--- src/rtl/multicycle_controller_if.sv ---
// Control bundle between the multicycle controller and its datapath.
// master = controller (drives selects/enables), slave = datapath (drives instruction fields and zero).
// No handshake: all signals are valid every cycle.
interface multicycle_controller_if;
  logic [5:0] op;
  logic [5:0] func;
  logic       zero;
  logic       IorD;
  logic       MemWrite;
  logic       IRWrite;
  logic       RegDst;
  logic       MemtoReg;
  logic       RegWrite;
  logic       ALUSrcA;
  logic [1:0] ALUSrcB;
  logic [2:0] ALUControl;
  logic [1:0] PCSrc;
  logic       PCEn;
  logic [3:0] state;

  modport master (
    input  op, func, zero,
    output IorD, MemWrite, IRWrite, RegDst, MemtoReg, RegWrite,
           ALUSrcA, ALUSrcB, ALUControl, PCSrc, PCEn, state
  );

  modport slave (
    output op, func, zero,
    input  IorD, MemWrite, IRWrite, RegDst, MemtoReg, RegWrite,
           ALUSrcA, ALUSrcB, ALUControl, PCSrc, PCEn, state
  );
endinterface

--- src/rtl/multicycle_controller.sv ---
// Moore control FSM for the multicycle MIPS datapath, plus ALU decode and PC enable.
// Latency: 2-5 cycles per instruction (illegal 2, beq/j 3, R/sw/addi 4, lw 5).
// No backpressure: advances one state per clock; reset aborts any instruction in flight.
module multicycle_controller (
  input  logic                    clk,
  input  logic                    reset,
  multicycle_controller_if.master ctl
);

  typedef enum logic [3:0] {
    FETCH   = 4'd0,
    DECODE  = 4'd1,
    MEMADR  = 4'd2,
    MEMRD   = 4'd3,
    MEMWB   = 4'd4,
    MEMWR   = 4'd5,
    EXECUTE = 4'd6,
    ALUWB   = 4'd7,
    BEQEX   = 4'd8,
    ADDIEX  = 4'd9,
    ADDIWB  = 4'd10,
    JEX     = 4'd11
  } state_t;

  localparam logic [5:0] OP_RTYPE = 6'b000000;
  localparam logic [5:0] OP_LW    = 6'b100011;
  localparam logic [5:0] OP_SW    = 6'b101011;
  localparam logic [5:0] OP_BEQ   = 6'b000100;
  localparam logic [5:0] OP_ADDI  = 6'b001000;
  localparam logic [5:0] OP_J     = 6'b000010;

  state_t     st, nxt;
  logic [1:0] aluop;
  logic       pcwrite;
  logic       branch;
  logic       iord, memwrite, irwrite, regdst, memtoreg, regwrite, alusrca;
  logic [1:0] alusrcb, pcsrc;
  logic [2:0] aluctl;

  always_ff @(posedge clk) begin
    if (reset) st <= FETCH;
    else       st <= nxt;
  end

  always_comb begin
    nxt      = FETCH;
    aluop    = 2'b00;
    pcwrite  = 1'b0;
    branch   = 1'b0;
    iord     = 1'b0;
    memwrite = 1'b0;
    irwrite  = 1'b0;
    regdst   = 1'b0;
    memtoreg = 1'b0;
    regwrite = 1'b0;
    alusrca  = 1'b0;
    alusrcb  = 2'b00;
    pcsrc    = 2'b00;
    case (st)
      FETCH: begin
        nxt     = DECODE;
        alusrcb = 2'b01;
        irwrite = 1'b1;
        pcwrite = 1'b1;
      end
      DECODE: begin
        alusrcb = 2'b11;
        case (ctl.op)
          OP_LW, OP_SW: nxt = MEMADR;
          OP_RTYPE:     nxt = EXECUTE;
          OP_BEQ:       nxt = BEQEX;
          OP_ADDI:      nxt = ADDIEX;
          OP_J:         nxt = JEX;
          default:      nxt = FETCH;
        endcase
      end
      MEMADR: begin
        nxt     = (ctl.op == OP_SW) ? MEMWR : MEMRD;
        alusrca = 1'b1;
        alusrcb = 2'b10;
      end
      MEMRD: begin
        nxt  = MEMWB;
        iord = 1'b1;
      end
      MEMWB: begin
        memtoreg = 1'b1;
        regwrite = 1'b1;
      end
      MEMWR: begin
        iord     = 1'b1;
        memwrite = 1'b1;
      end
      EXECUTE: begin
        nxt     = ALUWB;
        alusrca = 1'b1;
        aluop   = 2'b10;
      end
      ALUWB: begin
        regdst   = 1'b1;
        regwrite = 1'b1;
      end
      BEQEX: begin
        alusrca = 1'b1;
        aluop   = 2'b01;
        pcsrc   = 2'b01;
        branch  = 1'b1;
      end
      ADDIEX: begin
        nxt     = ADDIWB;
        alusrca = 1'b1;
        alusrcb = 2'b10;
      end
      ADDIWB: regwrite = 1'b1;
      JEX: begin
        pcsrc   = 2'b10;
        pcwrite = 1'b1;
      end
      // unreachable encodings fall back to FETCH with every enable low
      default: nxt = FETCH;
    endcase
  end

  always_comb begin
    aluctl = 3'b010;
    case (aluop)
      2'b01: aluctl = 3'b110;
      2'b10: begin
        case (ctl.func)
          6'b100000: aluctl = 3'b010;
          6'b100010: aluctl = 3'b110;
          6'b100100: aluctl = 3'b000;
          6'b100101: aluctl = 3'b001;
          6'b101010: aluctl = 3'b111;
          default:   aluctl = 3'b010;
        endcase
      end
      default: aluctl = 3'b010;
    endcase
  end

  assign ctl.IorD       = iord;
  assign ctl.MemWrite   = memwrite;
  assign ctl.IRWrite    = irwrite;
  assign ctl.RegDst     = regdst;
  assign ctl.MemtoReg   = memtoreg;
  assign ctl.RegWrite   = regwrite;
  assign ctl.ALUSrcA    = alusrca;
  assign ctl.ALUSrcB    = alusrcb;
  assign ctl.ALUControl = aluctl;
  assign ctl.PCSrc      = pcsrc;
  // zero only matters while branch is high, i.e. in BEQEX
  assign ctl.PCEn       = pcwrite | (branch & ctl.zero);
  assign ctl.state      = st;

endmodule

--- src/flat_wrapper.sv ---
// flat-port wrapper written by rule: the top's interface ports become plain ports
module multicycle_controller_flat 
  (clk, reset, ctl_op, ctl_func, ctl_zero, ctl_IorD, ctl_MemWrite, ctl_IRWrite, ctl_RegDst, ctl_MemtoReg, ctl_RegWrite, ctl_ALUSrcA, ctl_ALUSrcB, ctl_ALUControl, ctl_PCSrc, ctl_PCEn, ctl_state);
  multicycle_controller_if ctl_i ();
  input  logic clk;
  input  logic reset;
  input wire logic [$bits(ctl_i.op)-1:0] ctl_op;
  input wire logic [$bits(ctl_i.func)-1:0] ctl_func;
  input wire logic [$bits(ctl_i.zero)-1:0] ctl_zero;
  output wire logic [$bits(ctl_i.IorD)-1:0] ctl_IorD;
  output wire logic [$bits(ctl_i.MemWrite)-1:0] ctl_MemWrite;
  output wire logic [$bits(ctl_i.IRWrite)-1:0] ctl_IRWrite;
  output wire logic [$bits(ctl_i.RegDst)-1:0] ctl_RegDst;
  output wire logic [$bits(ctl_i.MemtoReg)-1:0] ctl_MemtoReg;
  output wire logic [$bits(ctl_i.RegWrite)-1:0] ctl_RegWrite;
  output wire logic [$bits(ctl_i.ALUSrcA)-1:0] ctl_ALUSrcA;
  output wire logic [$bits(ctl_i.ALUSrcB)-1:0] ctl_ALUSrcB;
  output wire logic [$bits(ctl_i.ALUControl)-1:0] ctl_ALUControl;
  output wire logic [$bits(ctl_i.PCSrc)-1:0] ctl_PCSrc;
  output wire logic [$bits(ctl_i.PCEn)-1:0] ctl_PCEn;
  output wire logic [$bits(ctl_i.state)-1:0] ctl_state;
  assign ctl_i.op = ctl_op;
  assign ctl_i.func = ctl_func;
  assign ctl_i.zero = ctl_zero;
  assign ctl_IorD = ctl_i.IorD;
  assign ctl_MemWrite = ctl_i.MemWrite;
  assign ctl_IRWrite = ctl_i.IRWrite;
  assign ctl_RegDst = ctl_i.RegDst;
  assign ctl_MemtoReg = ctl_i.MemtoReg;
  assign ctl_RegWrite = ctl_i.RegWrite;
  assign ctl_ALUSrcA = ctl_i.ALUSrcA;
  assign ctl_ALUSrcB = ctl_i.ALUSrcB;
  assign ctl_ALUControl = ctl_i.ALUControl;
  assign ctl_PCSrc = ctl_i.PCSrc;
  assign ctl_PCEn = ctl_i.PCEn;
  assign ctl_state = ctl_i.state;
  multicycle_controller u_core (.clk(clk), .reset(reset), .ctl(ctl_i));
endmodule
--- config.mk ---
export PLATFORM = sky130hd
export DESIGN_NAME = multicycle_controller_flat
export DESIGN_NICKNAME = d
export VERILOG_FILES = /design/src/rtl/multicycle_controller_if.sv /design/src/rtl/multicycle_controller.sv /design/src/flat_wrapper.sv
export SDC_FILE = /design/constraint.sdc
export NUM_CORES = 1
export LEC_CHECK = 0
export ABC_CLOCK_PERIOD_IN_PS = 3500
export BUFFER_PORTS_ARGS = -buffer_cell sky130_fd_sc_hd__clkbuf_2
export CORE_AREA = 2 2 39 41
export CTS_CLUSTER_DIAMETER = 50
export DETAILED_ROUTE_END_ITERATION = 6
export DIE_AREA = 0 0 41 43
export PLACE_DENSITY_LB_ADDON = 0.3
export SLEW_MARGIN = 20
export SYNTH_ARGS = -nofsm -noshare
export SYNTH_HDL_FRONTEND = slang
export SYNTH_SLANG_ARGS = --single-unit
export TNS_END_PERCENT = 100
--- constraint.sdc ---
create_clock -name clk -period 3.5 [get_ports clk]
set_input_delay 0.525 -clock clk [delete_from_list [all_inputs] [get_ports clk]]
set_output_delay 0.525 -clock clk [all_outputs]
set_load 0.02 [all_outputs]
After elaboration in Yosys (flattened, before gate mapping)
Index checks and enable logic that the tools add are counted.
{"block": "op_classes", "n_eq_ne": 22, "n_mux": 17, "n_bitwise": 2, "reduce_logical": 8}
{"op": "== test 6 bit (second input constant)", "n": 6}
{"op": "case mux 4 bit (6 select lines)", "n": 1}
{"op": "case mux 4 bit (5 select lines)", "n": 1}
{"op": "== test 4 x 3 -> 1 bit (second input constant)", "n": 4}
{"op": "== test 4 bit (second input constant)", "n": 4}
{"op": "case mux 3 bit (4 select lines)", "n": 1}
{"op": "2-to-1 mux 1 bit", "n": 9}
{"op": "== test 4 x 2 -> 1 bit (second input constant)", "n": 2}
{"op": "case mux 2 bit (2 select lines)", "n": 2}
{"op": "OR reduction 2 bit", "n": 4}
{"op": "== test 6 x 2 -> 1 bit (second input constant)", "n": 1}
{"op": "== test 6 x 3 -> 1 bit (second input constant)", "n": 1}
{"op": "== test 6 x 4 -> 1 bit (second input constant)", "n": 1}
{"op": "logical NOT 6 bit", "n": 1}
{"op": "case mux 2 bit (3 select lines)", "n": 1}
{"op": "case mux 3 bit (2 select lines)", "n": 1}
{"op": "== test 4 x 1 -> 1 bit (second input constant)", "n": 1}
{"op": "logical NOT 4 bit", "n": 1}
{"op": "OR reduction 4 bit", "n": 1}
{"op": "2-to-1 mux 3 bit", "n": 1}
{"op": "OR reduction 3 bit", "n": 1}
{"op": "== test 2 x 1 -> 1 bit (second input constant)", "n": 1}
{"op": "== test 2 bit (second input constant)", "n": 1}
{"op": "bitwise AND 1 bit", "n": 1}
{"op": "bitwise OR 1 bit", "n": 1}
{"block": "totals", "register_bits": 4, "in_bits": 15, "out_inout_bits": 19}

Logic depth before layout (Yosys ltp)
{"block": "depth", "word_depth": 4, "mapped_depth": 7, "ltp_nobuf": 6}

Worst setup path after synthesis
Ideal clock, no wire load.
{"block": "synth_timing", "path_type": "register to output", "from": "register u_core.st[3], in the netlist u_core.ctl.state[3]", "to": "output port ctl_ALUControl[2]", "t_arrival_ps": 1804, "t_required_ps": 2975, "setup_slack_ps": 1171, "stages_incl_launch_ff": 7, "path_cell_list": "dfxtp_1 > clkbuf_1 > nor4bb_1 > ha_1 > and3b_1 > a31oi_1 > nor2b_1"}
{"block": "synth_between", "elab_chain_cells": 4}
{"item": "from (decl)", "line_no": "multicycle_controller.sv:32", "rtl": "state_t st, nxt;"}
{"item": "from (signal assigned)", "line_no": "multicycle_controller.sv:42", "rtl": "else st <= nxt;"}
{"item": "== test 4 bit or == test 4 x 3 -> 1 bit (tied branches)", "line_no": "multicycle_controller.sv:59", "rtl": "case (st)"}
{"item": "case mux 2 bit (2 select lines) *", "line_no": "multicycle_controller.sv:59"}
{"item": "== test 2 bit or == test 2 x 1 -> 1 bit (tied branches)", "line_no": "multicycle_controller.sv:126", "rtl": "case (aluop)"}
{"item": "case mux 3 bit (2 select lines) *", "line_no": "multicycle_controller.sv:126"}
{"item": "to (decl)", "line_no": "flat_wrapper.sv:18", "rtl": "output wire logic [$bits(ctl_i.ALUControl)-1:0] ctl_ALUControl;"}
Every way passes the cells marked *; elsewhere a longest branch is shown, timed or not.

Final worst setup path
{"block": "layout_timing", "from": "register u_core.st[2], in the netlist u_core.ctl.state[2]", "to": "output port ctl_ALUControl[2]"}
The elaborated chain is that of the path after synthesis.

==> results_dict.tcl <==
set metrics [dict create \
    post-route-period-util_pct 77.77 \
    r2r_setup_slack_ns 1.97 \
    path_buf_inv 1 \
    max_slew_margin_pct 65.80 \
    final_antenna_net_count 0 \
    synth_area_leaders "dfxtp_1 15%, ha_1 6.8%, nor2_1 6.2%, a2111oi_4 5.0%, nand2b_1 4.6%" \
    grt-ovfl-total 0 \
    ys_seq_area_share_pct 14.61 \
    whs_endpoint "u_core.ctl.state[0]" \
    cts_resized 0 \
    die_area_sq_um 1763 \
    gp_congestion 0.7601 \
    htreeDepth 1 \
    dp.cells 121 \
    startpoint_type "register" \
    cts_sinks 4 \
    synth_common_cells "9 x nor2_1, 6 x inv_1" \
    fmax_mhz 367.4 \
    start_util_pct 39.60 \
    cts_buffers 3 \
    netSwitchingFraction_pct 33.37 \
    stdcell_count 124 \
    largest_reg_flops 4 \
    whs_ns 0.5637 \
    ys_types 35 \
    synth-async-reset-ratio_pct 0 \
    worst_skew_pair.late_latency_ns 0.25 \
    status "completed" \
    final_nets 128 \
    setup_ws_ns 0.7781 \
    wire_per_inst_um 11.65 \
    grt_usage_pct 17.47 \
    yosys_warnings 0 \
    finalClockSkew_ns 0.004993 \
    cts_hold_buf 0 \
    critPathMaxFanout 15 \
    cts_root_buf "clkbuf_4" \
    synth-edff-count 0 \
    maxSlewViolCount 0 \
    power.internal_w 0.0001059 \
    yosysTopAreaCell "dfxtp_1" \
    synthCells 76 \
    p_clk_share_pct 38.2 \
    criticalPathCategory "register to output port" \
    cp_slowest_stage_delay_ns 0.63 \
    firstDrtPassIters 4 \
    reg2reg_to "u_core.ctl.state[1]" \
    ys_ff_latch 4 \
    cp_top_family "simple AND/OR/NAND/NOR gates" \
    via_count 679 \
    critPathCaptureType "output port" \
    cts_buffer_depth 2 \
    hold_class "input pin to register" \
    drv_cap 0 \
    power_frac_comb_pct 29.2 \
    core-area_sq_um 1384 \
    yosysMostFrequentCell "nor2_1" \
    diodes 0 \
    powerDensity_nw_per_um2 214.6 \
    holdPathStages 2 \
    synth_area_sq_um 548.0 \
    netlist.area_leader.share_pct 14.61 \
    portBuffers 33 \
    arrival_ns 2.20 \
    switching_power_w 0.00005305 \
    worst_pin_slew_ns 0.5124 \
    crit_required_ns 2.97 \
    die_h_um 43 \
    setup_viol 0 \
    tns_ns 0 \
    viasPerCell 5.476 \
    min-delay-start "reset" \
    grt_pass1_vias 519 \
    cp_cell_sequence "nor4bb_1 -> ha_1 -> and3b_1 -> a31oi_1 -> nor2b_1 -> clkbuf_2" \
    rows 14 \
    drive_gt1_share_pct 37.04 \
    critPathSlowestCell "dfxtp_1" \
    remaining_drc_errors 0 \
    ios 34 \
    syn_avg_cell_area_sq_um 7.211 \
    rr_worst_depth 3 \
    leakage_nw 0.3550 \
    grt_pass1_wl_um 2104 \
    hold_viol_final 0 \
    dp_hpwl_um 1140 \
    area_delta_synth_final_pct 35.16 \
    die_width_um 41 \
    antenna_found_initial 0 \
    timing.rr.start "u_core.ctl.state[2]" \
    power_frac_seq_pct 32.6 \
    pre_cts_ws_ns 1.008 \
    grt_max_degree 16 \
    synth_nets 94 \
    ys.flop_type "dfxtp_1" \
    postCtsSetupRepairBufs 0 \
    rsz0062_at_grt "false" \
    tritoncts "done" \
    drt_iter0_markers 12 \
    peakVddDrop_mv 0.1383 \
    wl_um 1444 \
    clk_pin_slew_ns 0.04 \
    min_period_ns 2.722 \
]
worst reg2reg max path: cells and delay by family (launching register included):
family / cells / cell delay, ns
and+or+nand+nor: 1 / 0.52
AOI/OAI and AO/OA: 2 / 0.28
DFF: 1 / 0.63
worst max path at each step:
| stage | start | depth (start not counted) | end |
|---|---|---|---|
| after floorplan | u_core.ctl.state[3] | 6 | ctl_ALUControl[2] |
| after global placement | u_core.ctl.state[2] | 6 | ctl_ALUControl[2] |
| after detailed placement | u_core.ctl.state[2] | 6 | ctl_ALUControl[0] |
| after CTS | u_core.ctl.state[2] | 6 | ctl_ALUControl[0] |
| after global routing | u_core.ctl.state[2] | 6 | ctl_ALUControl[2] |
| final | u_core.ctl.state[2] | 6 | ctl_ALUControl[2] |
per-layer routing:
metal | global-route usage (%) | part of all wire (%) | vias up
met5 | 0 | 0 | -
li1 | - | - | 346
met1 | 20.90 | 43 | 310
met2 | 26.56 | 50 | 21
met4 | 12.00 | 1.2 | 0
met3 | 3.141 | 5.1 | 2
cell type report:
cell class	instances	area, sq um
Inverter	6	22.52
Tap cell	16	20.02
Multi-Input combinational cell	62	430.4
Sequential cell	4	80.08
Timing Repair Buffer	33	165.2
Clock buffer	3	22.52
Fill cell	149	643.1
layout by cell type (no fill, tap or decap), drive strengths merged:
cell     synthesis  routed
or4              1       1
dfxtp            4       4
xor2             2       2
a31oi            2       2
o31a             1       1
o22ai            1       1
nand2b           4       4
ha               3       3
o221ai           1       1
xnor2            1       1
nand3b           1       1
and3b            1       1
o31ai            1       1
nor3             4       4
and3             3       3
a21oi            4       4
nand2            4       4
nor4bb           2       2
nor4             1       1
mux2             1       1
o41ai            1       1
inv              6       6
nor2b            4       4
a2111oi          2       2
o311a            1       1
nor3b            1       1
nor2             9       9
o2111ai          1       1
o211ai           1       1
clkbuf           3      36
nand3            1       1
o21ai            3       3
power by group through the flow:
stage	Clock (W)	Sequential (W)	Combinational [W]
2_1_floorplan	0	0.0000507	0.0000273
3_3_place_gp	0	0.0000524	0.0000457
3_5_place_dp	0	0.0000525	0.0000461
4_1_cts	0.0000606	0.0000518	0.0000463
5_1_grt	0.0000671	0.0000523	0.0000516
6_report	0.0000608	0.0000518	0.0000464
kinds of logic (layout without fill, tap and decap cells):
family	Yosys count	count (layout)	share of synthesized area (%)
DFF	4	4	14.61
muxes	1	1	2.055
and+or+nand+nor	36	36	37.44
adders and majority gates	3	3	6.850
xor gates and xnor gates	3	3	4.795
buffers and inverters	10	42	6.848
AOI/OAI and AO/OA	19	19	27.40
stage by stage:
| stage | power [W] | util (%) | instance area (sq um) |
|---|---|---|---|
| finish | 0.0001590 | 53.53 | 740.7 |
| global route | 0.0001710 | 53.53 | 740.7 |
| CTS | 0.0001587 | 53.53 | 740.7 |
| detailed placement | 0.00009867 | 51.90 | 718.2 |
| global placement | 0.00009805 | 51.90 | 718.2 |
| floorplan | 0.00007798 | - | 548.0 |
Power figures use the tool's default switching activity.
